## config.mk

```make
export PLATFORM = sky130hd
export DESIGN_NAME = alu_bist_seq_flat
export DESIGN_NICKNAME = d
export VERILOG_FILES = /design/src/rtl/alu_pkg.sv /design/src/rtl/alu_bist_seq_if.sv /design/src/rtl/alu_golden.sv /design/src/rtl/alu_bist_seq.sv /design/src/flat_wrapper.sv
export SDC_FILE = /design/constraint.sdc
export NUM_CORES = 1
export LEC_CHECK = 0
export CAP_MARGIN = 20
export CORE_UTILIZATION = 59
export CTS_BUF_LIST = sky130_fd_sc_hd__clkbuf_8
export DETAILED_ROUTE_END_ITERATION = 10
export DONT_BUFFER_PORTS = 1
export MAX_ROUTING_LAYER = met4
export PLACE_DENSITY = 0.75
export SLEW_MARGIN = 20
export SYNTH_ARGS = -nofsm -noshare
export SYNTH_HDL_FRONTEND = slang
export SYNTH_SLANG_ARGS = --single-unit
```

## constraint.sdc

```tcl
create_clock -name clk -period 4.12 [get_ports clk]
set_clock_uncertainty 0.1 [all_clocks]
set_input_delay 1.03 -clock clk [delete_from_list [all_inputs] [get_ports clk]]
set_output_delay 1.03 -clock clk [all_outputs]
set_load 0.03 [all_outputs]
```

## src/rtl/alu_pkg.sv

```systemverilog
// Shared definitions for the ALU BIST sequencer: opcodes, FSM states and the
// golden ALU function used to judge every sampled response.
package alu_pkg;

    localparam int ALU_W = 4;

    localparam logic [2:0] OP_ADD = 3'b000;
    localparam logic [2:0] OP_SUB = 3'b001;
    localparam logic [2:0] OP_AND = 3'b010;
    localparam logic [2:0] OP_OR  = 3'b011;
    localparam logic [2:0] OP_XOR = 3'b100;
    localparam logic [2:0] OP_NOT = 3'b101;
    localparam logic [2:0] OP_SHL = 3'b110;
    localparam logic [2:0] OP_SHR = 3'b111;

    typedef enum logic [2:0] {
        S_IDLE  = 3'd0,
        S_DRIVE = 3'd1,
        S_WAIT  = 3'd2,
        S_CHECK = 3'd3,
        S_DONE  = 3'd4
    } bist_state_t;

    // Returns {carry, zero, out}; carry is the borrow for SUB and 0 for logic ops.
    function automatic logic [ALU_W+1:0] alu_ref(
        input logic [ALU_W-1:0] a,
        input logic [ALU_W-1:0] b,
        input logic [2:0]       sel
    );
        logic [ALU_W:0] r;
        r = '0;
        case (sel)
            OP_ADD:  r = {1'b0, a} + {1'b0, b};
            OP_SUB:  r = {1'b0, a} - {1'b0, b};
            OP_AND:  r = {1'b0, a & b};
            OP_OR:   r = {1'b0, a | b};
            OP_XOR:  r = {1'b0, a ^ b};
            OP_NOT:  r = {1'b0, ~a};
            OP_SHL:  r = {1'b0, a[ALU_W-2:0], 1'b0};
            OP_SHR:  r = {2'b00, a[ALU_W-1:1]};
            default: r = '0;
        endcase
        return {r[ALU_W], (r[ALU_W-1:0] == '0), r[ALU_W-1:0]};
    endfunction

endpackage

```

## src/rtl/alu_bist_seq_if.sv

```systemverilog
// Bus between the BIST sequencer (master) and the ALU under test (slave).
interface alu_bist_seq_if #(
    parameter int WIDTH = 4
);
    logic [WIDTH-1:0] alu_a;
    logic [WIDTH-1:0] alu_b;
    logic [2:0]       alu_sel;
    logic [WIDTH-1:0] alu_out;
    logic             alu_carry;
    logic             alu_zero;

    modport master (
        output alu_a, alu_b, alu_sel,
        input  alu_out, alu_carry, alu_zero
    );

    modport slave (
        input  alu_a, alu_b, alu_sel,
        output alu_out, alu_carry, alu_zero
    );
endinterface

```

## src/rtl/alu_golden.sv

```systemverilog
// Combinational golden ALU; thin wrapper so the reference sits as one instance.
module alu_golden
    import alu_pkg::*;
(
    input  logic [ALU_W-1:0] a,
    input  logic [ALU_W-1:0] b,
    input  logic [2:0]       sel,
    output logic [ALU_W-1:0] out,
    output logic             carry,
    output logic             zero
);
    assign {carry, zero, out} = alu_ref(a, b, sel);
endmodule

```

## src/rtl/alu_bist_seq.sv

```systemverilog
// ALU BIST sequencer: walks vectors onto the ALU, waits SETTLE cycles, checks
// the response against the golden model and keeps error count / first failure.
//
// state   | meaning
// S_IDLE  | waiting for first start after reset
// S_DRIVE | current vector presented to the ALU
// S_WAIT  | settle window, SETTLE cycles
// S_CHECK | sample ALU response, compare, advance vector
// S_DONE  | results valid, last vector held; start reruns
module alu_bist_seq
    import alu_pkg::*;
#(
    parameter int WIDTH  = ALU_W,
    parameter int SETTLE = 1
) (
    input  logic             clk,
    input  logic             rst_n,
    input  logic             start,
    input  logic             exhaustive,
    input  logic [WIDTH-1:0] seed_a,
    input  logic [WIDTH-1:0] seed_b,
    alu_bist_seq_if.master   alu,
    output logic             busy,
    output logic             done,
    output logic             pass,
    output logic [15:0]      err_count,
    output logic [WIDTH-1:0] fail_a,
    output logic [WIDTH-1:0] fail_b,
    output logic [2:0]       fail_sel
);
    localparam int SW = (SETTLE > 1) ? $clog2(SETTLE) : 1;
    localparam int VW = 2 * WIDTH + 3;

    bist_state_t      state, state_nxt;
    logic             mode_ex;
    logic [WIDTH-1:0] vec_a, vec_b;
    logic [2:0]       vec_sel;
    logic [VW-1:0]    vec_inc;
    logic [SW-1:0]    settle_cnt;
    logic             accept, last_vec, mismatch;
    logic [WIDTH-1:0] gold_out;
    logic             gold_carry, gold_zero;

    assign accept   = start && (state == S_IDLE || state == S_DONE);
    assign last_vec = (vec_sel == 3'd7) && (!mode_ex || (&vec_a && &vec_b));
    assign vec_inc  = {vec_a, vec_b, vec_sel} + VW'(1);

    alu_golden u_golden (
        .a     (vec_a),
        .b     (vec_b),
        .sel   (vec_sel),
        .out   (gold_out),
        .carry (gold_carry),
        .zero  (gold_zero)
    );

    assign mismatch = {alu.alu_carry, alu.alu_zero, alu.alu_out} !=
                      {gold_carry, gold_zero, gold_out};

    assign alu.alu_a   = vec_a;
    assign alu.alu_b   = vec_b;
    assign alu.alu_sel = vec_sel;
    assign pass        = done && (err_count == 16'd0);

    always_ff @(posedge clk or negedge rst_n) begin
        if (!rst_n) state <= S_IDLE;
        else        state <= state_nxt;
    end

    always_comb begin
        state_nxt = state;
        case (state)
            S_IDLE:  if (start) state_nxt = S_DRIVE;
            S_DRIVE: state_nxt = S_WAIT;
            S_WAIT:  if (settle_cnt == '0) state_nxt = S_CHECK;
            S_CHECK: state_nxt = last_vec ? S_DONE : S_DRIVE;
            S_DONE:  if (start) state_nxt = S_DRIVE;
            default: state_nxt = S_IDLE;
        endcase
    end

    always_ff @(posedge clk or negedge rst_n) begin
        if (!rst_n) begin
            mode_ex    <= 1'b0;
            vec_a      <= '0;
            vec_b      <= '0;
            vec_sel    <= '0;
            settle_cnt <= '0;
            busy       <= 1'b0;
            done       <= 1'b0;
            err_count  <= '0;
            fail_a     <= '0;
            fail_b     <= '0;
            fail_sel   <= '0;
        end else if (accept) begin
            mode_ex   <= exhaustive;
            vec_a     <= exhaustive ? '0 : seed_a;
            vec_b     <= exhaustive ? '0 : seed_b;
            vec_sel   <= '0;
            busy      <= 1'b1;
            done      <= 1'b0;
            err_count <= '0;
            fail_a    <= '0;
            fail_b    <= '0;
            fail_sel  <= '0;
        end else begin
            case (state)
                S_DRIVE: settle_cnt <= SW'(SETTLE - 1);
                S_WAIT:  if (settle_cnt != '0) settle_cnt <= settle_cnt - 1'b1;
                S_CHECK: begin
                    if (mismatch) begin
                        if (err_count != 16'hFFFF) err_count <= err_count + 16'd1;
                        if (err_count == 16'd0) begin
                            fail_a   <= vec_a;
                            fail_b   <= vec_b;
                            fail_sel <= vec_sel;
                        end
                    end
                    if (last_vec) begin
                        busy <= 1'b0;
                    end else if (mode_ex) begin
                        {vec_a, vec_b, vec_sel} <= vec_inc;
                    end else begin
                        vec_sel <= vec_sel + 3'd1;
                    end
                end
                // done rises one cycle after busy falls so results are settled first
                S_DONE:  done <= 1'b1;
                default: ;
            endcase
        end
    end

endmodule

```

## src/flat_wrapper.sv

```systemverilog
// flat-port wrapper written by rule: the top's interface ports become plain ports
module alu_bist_seq_flat import alu_pkg::*;
#(
    parameter int WIDTH  = ALU_W,
    parameter int SETTLE = 1
)
  (clk, rst_n, start, exhaustive, seed_a, seed_b, busy, done, pass, err_count, fail_a, fail_b, fail_sel, alu_alu_a, alu_alu_b, alu_alu_sel, alu_alu_out, alu_alu_carry, alu_alu_zero);
  alu_bist_seq_if #(.WIDTH(WIDTH)) alu_i ();
  input  logic clk;
  input  logic rst_n;
  input  logic start;
  input  logic exhaustive;
  input  logic [WIDTH-1:0] seed_a;
  input  logic [WIDTH-1:0] seed_b;
  output logic busy;
  output logic done;
  output logic pass;
  output logic [15:0] err_count;
  output logic [WIDTH-1:0] fail_a;
  output logic [WIDTH-1:0] fail_b;
  output logic [2:0] fail_sel;
  output wire logic [$bits(alu_i.alu_a)-1:0] alu_alu_a;
  output wire logic [$bits(alu_i.alu_b)-1:0] alu_alu_b;
  output wire logic [$bits(alu_i.alu_sel)-1:0] alu_alu_sel;
  input wire logic [$bits(alu_i.alu_out)-1:0] alu_alu_out;
  input wire logic [$bits(alu_i.alu_carry)-1:0] alu_alu_carry;
  input wire logic [$bits(alu_i.alu_zero)-1:0] alu_alu_zero;
  assign alu_alu_a = alu_i.alu_a;
  assign alu_alu_b = alu_i.alu_b;
  assign alu_alu_sel = alu_i.alu_sel;
  assign alu_i.alu_out = alu_alu_out;
  assign alu_i.alu_carry = alu_alu_carry;
  assign alu_i.alu_zero = alu_alu_zero;
  alu_bist_seq #(.WIDTH(WIDTH), .SETTLE(SETTLE)) u_core (.clk(clk), .rst_n(rst_n), .start(start), .exhaustive(exhaustive), .seed_a(seed_a), .seed_b(seed_b), .alu(alu_i), .busy(busy), .done(done), .pass(pass), .err_count(err_count), .fail_a(fail_a), .fail_b(fail_b), .fail_sel(fail_sel));
endmodule
```

==> run summary, run 1 <==
TritonCTS built the clock tree. Counting flops with a built-in enable in the synthesized netlist gives 0. The smallest hold slack came out at 0.313 ns. The total setup violations reported at the end of the flow was 0; the register-to-register path setup slack was 0.21 ns.

The number of slew-limit violations in the final report was 0. The clock tree synthesis step divided the H-tree into 2 levels. The post-route DRC violation count was 0; the via count of the first global-routing pass was 2356. The timing-limited maximum frequency came out at 256 MHz. The async set-or-reset flop fraction in the synthesized netlist is 1.00. Yosys attributes the largest share of cell area to dfrtp_1 (37%), ha_1 (9.3%), nand3_1 (5.1%). The total of hold buffers inserted after clock tree synthesis was 0.

IR analysis of the VDD net gives a maximum drop of 0.340 mV. In this design, the largest share of critical-path delay is due to compound AO/OA/AOI/OAI gates. The total power divided by cell area came out at 846 mW/mm². After synthesis, the mean cell area works out to 8.98 µm². The tools report the headroom to the max-slew limit as 0.486. The count of filler cells inserted in the layout is 425. For the global-route total usage across every layer, the log shows 0.294. Across all layers, the routed design uses 2558 vias.

The number of buffers and inverters on the critical path is 2. The total number of placement rows is 25. Counting along the longest clock path gives a buffer depth of 2. Antenna violation net count after detailed routing: 0.

The final RePlAce weighted congestion was 0.856; the number of nets in the synthesized netlist was 369. In the layout the commonest cells are dfrtp_1 (44), o21ai_0 (30), nand3_1 (30), nor2_1 (25), inv_1 (24). The cell count of the worst reg-to-reg path is 14.

The layout cell share with drive strength beyond 1 works out to 0.0841. For this run, the detailed router's first-pass iteration total came to 5. Yosys printed 0 warnings.

The most common cell after layout, fill and taps aside is dfrtp_1. The critical register-to-register path endpoint was u_core.err_count[3]$_DFFE_PN0P_. STA classifies the critical path endpoint as a flip-flop. Along the worst path, the maximum fanout reaches 21. The first-iteration detailed-routing DRC count was 266; the clock-pin slew on the worst setup and hold paths was 0.08 ns. The number of endpoints with negative hold slack in the final report came out at 0. Among all stages on the critical path, the largest delay is contributed by or4_4.

Count of inserted antenna diode cells: 0. Traced cell by cell, the critical path runs through inv_1, ha_1, nor2b_2, mux2i_1, fa_1, xor2_1, nand3_1, o211ai_1, o31a_1, or4_4, a2111oi_4, buf_6, or2_2, o41ai_1. The ratio of final minimum period to clock period came out at 0.949. Once the clock tree was built, the setup fixing pass inserted 0 buffers. Cell leakage power: 1.31 nW. The actual slew at the worst max-slew pin is 0.769 ns. First-pass GRT wire length: 11600 µm. The area growth from synthesis to layout is 7.14%. The pin count of the biggest net entering global routing was 45; the filler-free cell count of the finished design was 400. The run gives 0.30 ns as the clock latency on the worst-skew pair. The flip-flop and latch count after synthesis was 44. After global routing the overflow that remains totals 0.

The count of input and output buffers came out at 0. In the routed layout, each cell is associated on average with a via count of 6.40. The run gives 5110 µm as the half-perimeter wire length after placement.

Critical path depth: 14. Summed over all instances, the cell type with the most area after synthesis is dfrtp_1. Once placement completed, the tool counted placed cells totaling 393. The final critical path time including I/O delays and setup is 3.91 ns.

The run gives 0.374 as the part of the Yosys area used for sequential elements. The share of the core filled with cells came out at 0.663. The tools report the reg-to-reg startpoint as u_core.alu.alu_sel[1]$_DFFE_PN0P_. The clock net in this run drives a total of 44 sinks. The number of antenna violations at the first check in global routing was 0. The flow ran to the end, and the final reports show no timing, DRC or antenna violations. Number of different library cells in the post-synthesis netlist: 50. The maximum single-stage delay on the critical path came out at 0.53 ns. The worst min-delay path category was primary input to async pin. The critical path is of the flip-flop to flip-flop type. The floorplan step defined a core boundary enclosing 0.00475 mm².

The height of the chip came out at 72.6 µm. The cell area that synthesis handed to floorplanning was 0.00294 mm². The share of the synthesized area in the top cell type is 0.374.

The count of instances resized after the clock tree is built is 0. In the synthesized netlist the dominant register cell turns out to be dfrtp_1. The run gives 59 as the number of primary I/O pins. The cell sitting at the root of the clock tree is a clkbuf_8.

Synthesis handed over a netlist of 328 instances. The floorplan step defined a die boundary enclosing 0.00528 mm². The arrival time reported for the critical path endpoint came out at 3.98 ns. After detailed routing, the total wire length is 7070 µm. The number of clock buffers added by TritonCTS is 5. The tools report the element type at the critical path start as a flip-flop. The required time of the worst setup path was 4.19 ns; the average wire per cell in the routed design was 17.7 µm. Number of nets in the finished design: 374. The tool flagged a number of max-cap violations equal to 0. The floorplan step set the die width to 72.6 µm.

Initial core utilization: 0.619.
## power by group
part | leakage [nW] | total, W | switching [W] | internal [W]
combinational | 0.686 | 0.00157 | 0.000938 | 0.000628
sequential | 0.584 | 0.000845 | 0.000291 | 0.000553
clock | 0.0452 | 0.000258 | 0.000145 | 0.000113
## how the worst max path moves through the flow
| stage | start | to | slack [ns] |
|---|---|---|---|
| 4_1_cts | u_core.alu.alu_sel[1]$_DFFE_PN0P_ | u_core.fail_b[3]$_DFFE_PN0P_ | 0.09 |
| 3_3_place_gp | u_core.alu.alu_sel[1]$_DFFE_PN0P_ | u_core.err_count[3]$_DFFE_PN0P_ | 0.19 |
| 2_1_floorplan | u_core.alu.alu_sel[1]$_DFFE_PN0P_ | u_core.fail_a[0]$_DFFE_PN0P_ | 0.15 |
| 3_5_place_dp | u_core.alu.alu_sel[1]$_DFFE_PN0P_ | u_core.fail_a[3]$_DFFE_PN0P_ | 0.12 |
| 5_1_grt | u_core.alu.alu_sel[1]$_DFFE_PN0P_ | u_core.err_count[3]$_DFFE_PN0P_ | -0.02 |
| 6_report | u_core.alu.alu_sel[1]$_DFFE_PN0P_ | u_core.err_count[3]$_DFFE_PN0P_ | 0.21 |
## worst register-to-register path: stages (launching register included)
cell and delay [ns]:
dfrtp_1 0.38, inv_1 0.07, ha_1 0.17, nor2b_2 0.23
mux2i_1 0.16, fa_1 0.44, xor2_1 0.18, nand3_1 0.08
o211ai_1 0.15, o31a_1 0.34, or4_4 0.53, a2111oi_4 0.46
buf_6 0.25, or2_2 0.17, o41ai_1 0.08
## layout make-up
cell class	count	area, µm²	area share
clock inverter	2	8.76	0.00278
inverter	24	90.1	0.0286
clock buffer	5	68.8	0.0218
multi-input combinational	244	1690	0.537
sequential	44	1100	0.349
tap	67	83.8	0.0266
timing repair buffer	14	109	0.0345
## sequential cells by signal, summed over array words and instances, names as in the netlist
register	count
u_core.err_count	16
u_core.alu.alu_a	4
u_core.alu.alu_b	4
u_core.fail_a	4
u_core.fail_b	4
u_core.alu.alu_sel	3
u_core.fail_sel	3
u_core.state	3
u_core.busy	1
u_core.done	1
u_core.mode_ex	1
## metal layers
layer	GRT usage	wire length [µm]	vias up
li1	-	-	1213
met1	0.432	3390	1243
met2	0.410	3110	94
met3	0.0718	502	8
met4	0.0719	72	0
met5	-	0	-
## metrics by stage
stage | total power (W) | setup WS (ns) | TNS (ns) | instance area [µm²]
floorplan | 0.00204 | 0.147 | 0 | 2940
CTS | 0.00265 | 0.0878 | 0 | 3140
global route | 0.00289 | -0.0152 | -0.0224 | 3150
finish | 0.00267 | 0.210 | 0 | 3150
detailed placement | 0.00239 | 0.115 | 0 | 3060
global placement | 0.00236 | 0.194 | 0 | 3060
## cell families after synthesis
group           synth area share
flops                      0.374
compound gates             0.213
simple gates               0.195
xor+xnor                  0.0565
buf+inv                   0.0544
fa+ha+maj                  0.100
mux                      0.00680
## synthesized netlist by cell type (2+ instances only)
cell and n:
dfrtp_1 44, nand3_1 30, o21ai_0 30, nor2_1 25
inv_1 23, ha_1 22, xnor2_1 16, nand2_1 11
o2bb2ai_1 11, clkbuf_1 10, a21oi_1 9, nand3b_1 9
o31ai_1 8, a31oi_1 7, nand4_1 7, nor3_1 6
a222oi_1 5, and3_1 5, buf_2 4, nor2b_1 4
nand2b_1 3, nor4_1 3, o211ai_1 3, xor2_1 3
a22oi_1 2, mux2i_1 2, o41ai_1 2, or3_1 2
No activity file was read; power rests on OpenSTA's default activity.
==> run 2: changes to the inputs <==
ABC_AREA = 1   (was default)
==> run 2 against run 1 <==
Compared with the run above:
- register-to-register slack improved by 0.28 ns
- via count rose by 23%
- wire length up 20%
- first-iteration DRC count grew 10%
- critical endpoint is now u_core.fail_a[0]$_DFFE_PN0P_
- combinational power up 9%
- largest cell class unchanged
- clock power up 2%
- global-route usage rose by 1.4 points
- design area grew 11%
- area after synthesis rose by 15%
- non-clock buffer count down 7
- die area is 15% higher
==> run summary, run 2 <==
The logs give 0 (unchanged) for the count of inserted antenna diode cells and 524 (was 425) for the count of filler cells inserted in the layout. The final critical-path setup slack was 0.490 ns (was 0.210 ns). The post-synthesis average cell area was 7.01 µm² (was 8.98 µm²); the reported net switching power was 0.00174 W (was 0.00137 W). The count of warnings emitted by yosys is 0 (unchanged). The clock-pin slew on the worst setup and hold paths was 0.08 ns (about the same); the maximum single-stage delay on the critical path was 0.57 ns (was 0.53 ns). The post-place setup slack is 0.515 ns (was 0.115 ns). The number of slew-limit violations in the final report is 0 (unchanged), and the number of buffers and inverters on the critical path is 4 (was 2).

The logs give 0 (unchanged) for the max-capacitance violation count and 5 (unchanged) for the CTS buffer count. The tools report the aggregate global routing overflow as 0 (unchanged). The flow ran to the end, and the final reports show no timing, DRC or antenna violations. The total area of multi-input combinational cells came out at 0.00195 mm² (was 0.00169 mm²). The flip-flop count of the largest register, all copies and words added is 16 (unchanged). The total number of vias is 3156 (was 2558), and the area growth from synthesis to layout is 3.43% (was 7.14%).

The run gives 0.344 (was 0.317) as the sequential fraction of design power. The first-iteration detailed-routing DRC count is 293 (was 266). The part of the Yosys area used for sequential elements came out at 0.324 (was 0.374). Cell family contributing the most delay on the critical path: simple AND/OR/NAND/NOR gates (was compound AO/OA/AOI/OAI gates). The layout cell share with drive strength beyond 1 is 0.0996 (was 0.0841). The actual slew at the worst max-slew pin was 0.724 ns (was 0.769 ns). The run gives 0 (unchanged) as the antenna violation net count after detailed routing. The logs give 0.633 (was 0.663) for the share of the core filled with cells and 276 MHz (was 256 MHz) for the timing-limited maximum frequency. The run gives 0 (unchanged) as the number of endpoints with negative hold slack in the final report.

The number of synthesized flops with an enable pin was 0 (unchanged); the via count of the first global-routing pass was 2816 (was 2356). The largest driver fanout on the critical path was 11 (was 21). The async set-or-reset flop fraction in the synthesized netlist is 1.00 (unchanged).

The final critical path time including I/O delays and setup was 3.63 ns (was 3.91 ns). Vias per cell: 5.70 (was 6.40). Total number of clock tree sinks: 44 (unchanged). The worst min-delay path category was primary input to async pin (unchanged).

The height of the chip was 77.8 µm (was 72.6 µm). Area contributors post-synth: dfrtp_1 (32%), nand2_1 (14%), nand3_1 (9.7%) (was dfrtp_1 (37%), ha_1 (9.3%), nand3_1 (5.1%)). The headroom to the max-slew limit is 0.517 (was 0.486). The ratio of final minimum period to clock period works out to 0.881 (was 0.949).

For the number of setup buffers added after CTS, the log shows 0 (unchanged). The first-pass GRT wire length was 14200 µm (was 11600 µm); the pin count of the biggest net entering global routing was 45 (unchanged). The fraction of power consumed by combinational cells is 0.569 (was 0.587). The register bank with the most flops was u_core.err_count (unchanged). The number of instances in the synthesized netlist is 484 (was 328), and the count of instances resized after the clock tree is built is 0 (unchanged). Most common cell after layout, fill and taps aside: nand2_1 (was dfrtp_1). Width of the die: 77.8 µm (was 72.6 µm).

Required time of the worst setup path: 4.25 ns (was 4.19 ns). The number of primary I/O pins is 59 (unchanged), and the detailed-route wire length is 8490 µm (was 7070 µm). The worst setup path category was flip-flop to flip-flop (unchanged).

In this design, the critical path's most frequently occurring cell is nand2_1. Cell leakage power: 1.82 nW (was 1.31 nW). Filler-free cell count of the finished design: 554 (was 400). Predominant post-synthesis flop cell: dfrtp_1 (unchanged).

The run gives 37 (was 50) as the number of different library cells in the post-synthesis netlist. The kind of end point of the critical path was a flip-flop (unchanged). Setup repair after global routing left no endpoint under its margin.

The most instantiated library cell after synthesis was nand2_1 (was dfrtp_1). For the worst ir drop on vdd, the log shows 0.462 mV (was 0.340 mV). The largest buffer count on any clock path is 2 (unchanged).

The average wire per cell in the routed design is 15.3 µm (was 17.7 µm). The logs give 0.612 (was 0.619) for the initial core utilization and 0.00110 mm² (unchanged) for the sequential cell area in the final layout. The flip-flop and latch count after synthesis was 44 (unchanged). For the internal power contribution, the log shows 0.00127 W (was 0.00129 W). Share of the synthesized area in the top cell type: 0.324 (was 0.374). The total power divided by cell area is 856 mW/mm² (was 846 mW/mm²). The arrival time reported for the critical path endpoint is 3.76 ns (was 3.98 ns). The run gives 0.087 (was 0.097) as the fraction of power consumed by the clock network. Leading post-synthesis cells by instance count: nand2_1 (127), nand3_1 (66), inv_1 (56) (was dfrtp_1 (44), nand3_1 (30), o21ai_0 (30)).

Critical path depth: 20 (was 14). TritonCTS built the clock tree. The post-route DRC violation count is 0 (unchanged). The leading area contributor after synthesis is dfrtp_1 (unchanged).

The root buffer selected by CTS was clkbuf_8 (unchanged). The global-route total usage across every layer was 0.308 (was 0.294); the netlist area before placement was 0.00339 mm² (was 0.00294 mm²). The cell count of the worst reg-to-reg path is 20 (was 14), and the setup TNS after final layout is 0 ns (unchanged). The number of nets in the synthesized netlist came out at 525 (was 369). Series of cell instances along the critical path: inv_1, ha_1, nand2_1, inv_1, a31oi_1, xor2_1, inv_1, ha_1, nand3_1, nand3_1, inv_1, nand2_1, nand3_1, nand2_1, nand2_1, nor2_1, nand2_1, o21ai_1, nand2_1, nand2_1 (was inv_1, ha_1, nor2b_2, mux2i_1, fa_1, xor2_1, nand3_1, o211ai_1, o31a_1, or4_4, a2111oi_4, buf_6, or2_2, o41ai_1). Number of levels in the clock H-tree: 2 (unchanged). Total of hold buffers inserted after clock tree synthesis: 0 (unchanged). The switching share of power is 0.577 (was 0.515), and the total number of placement rows is 27 (was 25). The half-perimeter wire length after placement is 6200 µm (was 5110 µm), and the count of input and output buffers is 0 (unchanged). Number of antenna violations at the first check in global routing: 0 (unchanged). The die outline area was 0.00606 mm² (was 0.00528 mm²). Most frequent cells in the layout: nand2_1 (127), nand3_1 (66), inv_1 (56), nor2_1 (49), dfrtp_1 (44) (was dfrtp_1 (44), o21ai_0 (30), nand3_1 (30), nor2_1 (25), inv_1 (24)). The run gives 0.00554 mm² (was 0.00475 mm²) as the area of the core.

The tools report the total setup violations reported at the end of the flow as 0 (unchanged). Element type at the critical path start: a flip-flop (unchanged). The clock latency on the worst-skew pair came out at 0.30 ns (about the same).

The logs give 523 (was 374) for the number of nets in the finished design and 0.952 (was 0.856) for the final RePlAce weighted congestion. The critical-path cell with the highest stage delay was dfrtp_1 (was or4_4). The first-pass iteration count of the detailed router was 5 (unchanged). The number of cells after detailed placement was 547 (was 393).
-- run 2: cell count changes after synthesis, sizes merged, moves of 9 or more --
cell,before,now
nand3,30,76
xnor2,16,0
o2bb2ai,11,0
nand2,11,130
inv,24,63
o21ai,30,21
nor2,25,58
-- run 2: cell families (layout without fill, tap and decap cells) --
family / Yosys count / after routing / synth area share
adders and majority gates: 23 / 23 / 0.0870
DFF: 44 / 44 / 0.324
AOI/OAI and AO/OA: 49 / 49 / 0.0918
buffers and inverters: 79 / 77 / 0.102
and+or+nand+nor: 283 / 283 / 0.379
xor gates and xnor gates: 6 / 6 / 0.0155
-- run 2: path summary, 6_finish.rpt --
path,slack [ns],endpoint,from
worst min-delay path,0.32,u_core.fail_sel[2]$_DFFE_PN0P_,rst_n
worst max-delay path,0.49,u_core.fail_a[0]$_DFFE_PN0P_,u_core.alu.alu_sel[1]$_DFFE_PN0P_
min in group clk,0.39,u_core.state[1]$_DFFE_PN0P_,u_core.state[1]$_DFFE_PN0P_
worst max register to register,0.49,u_core.fail_a[0]$_DFFE_PN0P_,u_core.alu.alu_sel[1]$_DFFE_PN0P_
max in group asynchronous,3.50,u_core.alu.alu_a[2]$_DFFE_PN0P_,rst_n
worst min register to register,0.39,u_core.state[1]$_DFFE_PN0P_,u_core.state[1]$_DFFE_PN0P_
-- run 2: through the flow --
step	total power [W]	hold slack [ns]	cell area, µm²
after floorplan	0.00238	0.338	3390
after global placement	0.00268	0.356	3430
after detailed placement	0.00273	0.364	3430
after CTS	0.00300	0.306	3510
after global routing	0.00330	0.302	3510
final	0.00301	0.317	3510
-- run 2: power by group through the flow --
stage	clock network (W)	logic, W	registers [W]
finish	0.000262	0.00171	0.00103
global route	0.000282	0.00196	0.00106
CTS	0.000272	0.00169	0.00103
detailed placement	0	0.00169	0.00104
global placement	0	0.00165	0.00104
floorplan	0	0.00134	0.00104
-- run 2: area by class of cell --
class	instances	share of cell area
Clock buffer	5	0.0196
Clock inverter	2	0.00357
Inverter	63	0.0674
Multi-Input combinational cell	361	0.555
Sequential cell	44	0.314
Tap cell	72	0.0257
Timing Repair Buffer	7	0.0150
-- run 2: worst reg2reg max path: cells and delay by family (launching register included) --
family	cells	cell delay, ns
adders and majority gates	2	0.65
xor gates and xnor gates	1	0.16
AOI/OAI and AO/OA	2	0.73
and+or+nand+nor	11	1.02
DFF	1	0.57
buffers and inverters	4	0.35
-- run 2: routing by layer --
metal	vias to the layer above	GRT usage	share of wire
met5	-	-	0
met4	0	0.0906	0.010
met3	6	0.0494	0.074
met2	127	0.451	0.43
met1	1455	0.438	0.48
li1	1568	-	-
==> run 3: changes to the inputs <==
SETUP_SLACK_MARGIN = 0.3   (was default)
==> run 3 against run 2 <==
Compared with the run above:
- via count rose by 0.16%
- non-clock buffer count unchanged
- power rose by 0.80%
- die area stayed put
- core utilization grew 0.18 points
- fmax up 6.8%
- final cell count is the same
- sequential share of layout area fell by 0.054 points
- critical path depth shrank 5
- register-to-register slack gained 0.23 ns
- first-iteration DRC count increased by 2.7%
- worst setup slack gained 0.23 ns
- largest power group unchanged
==> run summary, run 3 (synthesis gave the netlist of run 2 again) <==
Worst setup path category: flip-flop to flip-flop (unchanged). The worst min-delay path category was primary input to async pin (unchanged). Via count of the first global-routing pass: 2816 (unchanged). Kind of end point of the critical path: a flip-flop (unchanged). The run gives 0 (unchanged) as the count of instances resized after the clock tree is built. The run gives 0 (unchanged) as the total of hold buffers inserted after clock tree synthesis. The total setup violations reported at the end of the flow is 0 (unchanged). Number of setup buffers added after CTS: 0 (unchanged). Critical path's most frequent cell: nand2_1 (unchanged).

The cell leakage power is 1.83 nW (was 1.82 nW). The worst ir drop on vdd is 0.463 mV (was 0.462 mV), and the number of buffers and inverters on the critical path is 1 (was 4). The area of the core is 0.00554 mm² (unchanged). The sequential fraction of design power is 0.342 (was 0.344), and the global-route total usage across every layer is 0.308 (unchanged). The layout cell share with drive strength beyond 1 is 0.104 (was 0.0996), and the max-capacitance violation count is 0 (unchanged).

The run gives 0.571 (was 0.569) as the fraction of power consumed by combinational cells. Average wire per cell in the routed design: 15.4 µm (was 15.3 µm). The critical-path cell with the highest stage delay was dfrtp_1 (unchanged). The run finished with clean final reports. For the total number of clock tree sinks, the log shows 44 (unchanged). The tools report the element type at the critical path start as a flip-flop (unchanged). TritonCTS built the clock tree. The tools report the CTS buffer count as 5 (unchanged). For the internal power contribution, the log shows 0.00127 W (about the same). Setup repair after global routing left no endpoint under its margin.

Number of endpoints with negative hold slack in the final report: 0 (unchanged). The logs give 0 (unchanged) for the antenna violation net count after detailed routing and 0.00606 mm² (unchanged) for the die outline area. The detailed-route wire length was 8500 µm (was 8490 µm); the actual slew at the worst max-slew pin was 0.749 ns (was 0.724 ns). The half-perimeter wire length after placement was 6200 µm (unchanged). The timing-limited maximum frequency came out at 294 MHz (was 276 MHz). The final RePlAce weighted congestion was 0.952 (unchanged); the number of slew-limit violations in the final report was 0 (unchanged). The tools report the setup TNS after final layout as 0 ns (unchanged). The reg-to-reg startpoint was u_core.alu.alu_b[1]$_DFFE_PN0P_ (was u_core.alu.alu_sel[1]$_DFFE_PN0P_).

For the first-pass GRT wire length, the log shows 14200 µm (unchanged). Largest driver fanout on the critical path: 16 (was 11). The largest buffer count on any clock path is 2 (unchanged), and the required time of the worst setup path is 4.26 ns (was 4.25 ns).

The vias per cell was 5.71 (was 5.70). Series of cell instances along the critical path: inv_1, ha_1, o21ai_0, fa_1, nor2_1, nor2_1, nand3_1, nand3_1, nor2_2, nand2_1, nand2_1, nand3_2, o21ai_4, nand2_1, nand2_1 (was inv_1, ha_1, nand2_1, inv_1, a31oi_1, xor2_1, inv_1, ha_1, nand3_1, nand3_1, inv_1, nand2_1, nand3_1, nand2_1, nand2_1, nor2_1, nand2_1, o21ai_1, nand2_1, nand2_1). Number of nets in the finished design: 523 (unchanged). The first-iteration detailed-routing DRC count came out at 301 (was 293). The height of the chip works out to 77.8 µm (unchanged). The number of cells after detailed placement came out at 547 (unchanged). The switching share of power is 0.579 (was 0.577). The total power divided by cell area was 861 mW/mm² (was 856 mW/mm²); the number of antenna violations at the first check in global routing was 0 (unchanged).

The width of the die works out to 77.8 µm (unchanged). The first-pass iteration count of the detailed router is 5 (unchanged). The number of levels in the clock H-tree was 2 (unchanged); the ratio of final minimum period to clock period was 0.825 (was 0.881). The clock-pin slew on the worst setup and hold paths came out at 0.09 ns (was 0.08 ns).

The logs give 0.00352 mm² (was 0.00351 mm²) for the cell area after layout and 554 (unchanged) for the filler-free cell count of the finished design. The pin count of the biggest net entering global routing was 45 (unchanged). The area growth from synthesis to layout is 3.72% (was 3.43%), and the clock latency on the worst-skew pair is 0.30 ns (about the same).

The count of input and output buffers came out at 0 (unchanged). Most frequent cells in the layout: nand2_1 (127), nand3_1 (66), inv_1 (56), nor2_1 (49), dfrtp_1 (43) (was nand2_1 (127), nand3_1 (66), inv_1 (56), nor2_1 (49), dfrtp_1 (44)). The maximum single-stage delay on the critical path works out to 0.64 ns (was 0.57 ns).

The total number of placement rows was 27 (unchanged). Smallest hold slack: 0.313 ns (was 0.317 ns). The count of inserted antenna diode cells is 0 (unchanged), and the cell count of the worst reg-to-reg path is 15 (was 20). Register-to-register path setup slack: 0.72 ns (was 0.49 ns).

The register bank with the most flops was u_core.err_count (unchanged). The post-place instance area is 0.00343 mm² (unchanged), and the reported net switching power is 0.00175 W (was 0.00174 W). The aggregate global routing overflow was 0 (unchanged). The final critical path time including I/O delays and setup was 3.40 ns (was 3.63 ns). The tools report the number of primary I/O pins as 59 (unchanged).

The initial core utilization was 0.612 (unchanged); the headroom to the max-slew limit was 0.501 (was 0.517). The critical register-to-register path endpoint was u_core.err_count[0]$_DFFE_PN0P_ (was u_core.fail_a[0]$_DFFE_PN0P_). The run gives 0 (unchanged) as the post-route DRC violation count. The run gives 3161 (was 3156) as the total number of vias. The most common cell after layout, fill and taps aside is nand2_1 (unchanged). The cell family contributing the most delay on the critical path is simple AND/OR/NAND/NOR gates (unchanged). Root buffer selected by CTS: clkbuf_8 (unchanged). The arrival time reported for the critical path endpoint was 3.54 ns (was 3.76 ns); the flip-flop count of the largest register, all copies and words added was 16 (unchanged). The fraction of power consumed by the clock network came out at 0.087 (about the same).
run 3: changes by cell type in the layout (fill, tap and decap cells not counted):
| cell | delta |
|---|---|
| dfrtp_1 | -1 |
| dfrtp_2 | +1 |
| nand2_4 | +1 |
| o21ai_2 | +1 |
| o21ai_1 | -1 |
| nand2_2 | -1 |
run 3: worst max-delay path by stage:
stage                     slack, ns                                to                         startpoint  cells past startpoint
final                          0.72   u_core.err_count[0]$_DFFE_PN0P_    u_core.alu.alu_b[1]$_DFFE_PN0P_                     15
after global routing           0.38  u_core.err_count[14]$_DFFE_PN0P_  u_core.alu.alu_sel[1]$_DFFE_PN0P_                     20
after CTS                      0.50      u_core.fail_a[1]$_DFFE_PN0P_  u_core.alu.alu_sel[1]$_DFFE_PN0P_                     18
after detailed placement       0.51      u_core.fail_a[1]$_DFFE_PN0P_  u_core.alu.alu_sel[1]$_DFFE_PN0P_                     18
after global placement         0.66      u_core.fail_b[3]$_DFFE_PN0P_  u_core.alu.alu_sel[1]$_DFFE_PN0P_                     20
after floorplan                1.04      u_core.fail_a[0]$_DFFE_PN0P_  u_core.alu.alu_sel[1]$_DFFE_PN0P_                     22
run 3: per-stage QoR:
| step | power (W) | setup WS (ns) | utilization |
|---|---|---|---|
| after floorplan | 0.00238 | 1.04 | - |
| after global placement | 0.00268 | 0.660 | 0.619 |
| after detailed placement | 0.00273 | 0.515 | 0.619 |
| after CTS | 0.00300 | 0.503 | 0.633 |
| after global routing | 0.00332 | 0.378 | 0.635 |
| final | 0.00303 | 0.723 | 0.635 |
run 3: worst reg2reg max path: stages, from the launching register on:
cell     delay, ns
dfrtp_1       0.64
inv_1         0.27
ha_1          0.33
o21ai_0       0.16
fa_1          0.47
nor2_1        0.12
nor2_1        0.05
nand3_1       0.11
nand3_1       0.11
nor2_2        0.11
nand2_1       0.06
nand2_1       0.06
nand3_2       0.12
o21ai_4       0.42
nand2_1       0.11
nand2_1       0.09
run 3: metal layers:
metal  routed length, µm  up-vias  track usage
li1                    -     1565            -
met1                4130     1472        0.438
met2                3690      112        0.451
met3                 563       12       0.0494
met4                 121        0       0.0906
met5                   0        -            -
run 3: layout make-up:
class,instances,area [µm²]
clock buffer,5,68.8
clock inverter,2,12.5
fill,526,2020
inverter,63,236
multi-input combinational,361,1960
sequential,44,1100
tap,72,90.1
timing repair buffer,7,52.6
run 3: power groups by stage:
stage | sequential (W) | combinational (W) | clock (W)
final | 0.00104 | 0.00173 | 0.000264
after global routing | 0.00106 | 0.00198 | 0.000282
after CTS | 0.00103 | 0.00169 | 0.000272
after detailed placement | 0.00104 | 0.00169 | 0
after global placement | 0.00104 | 0.00165 | 0
after floorplan | 0.00104 | 0.00134 | 0
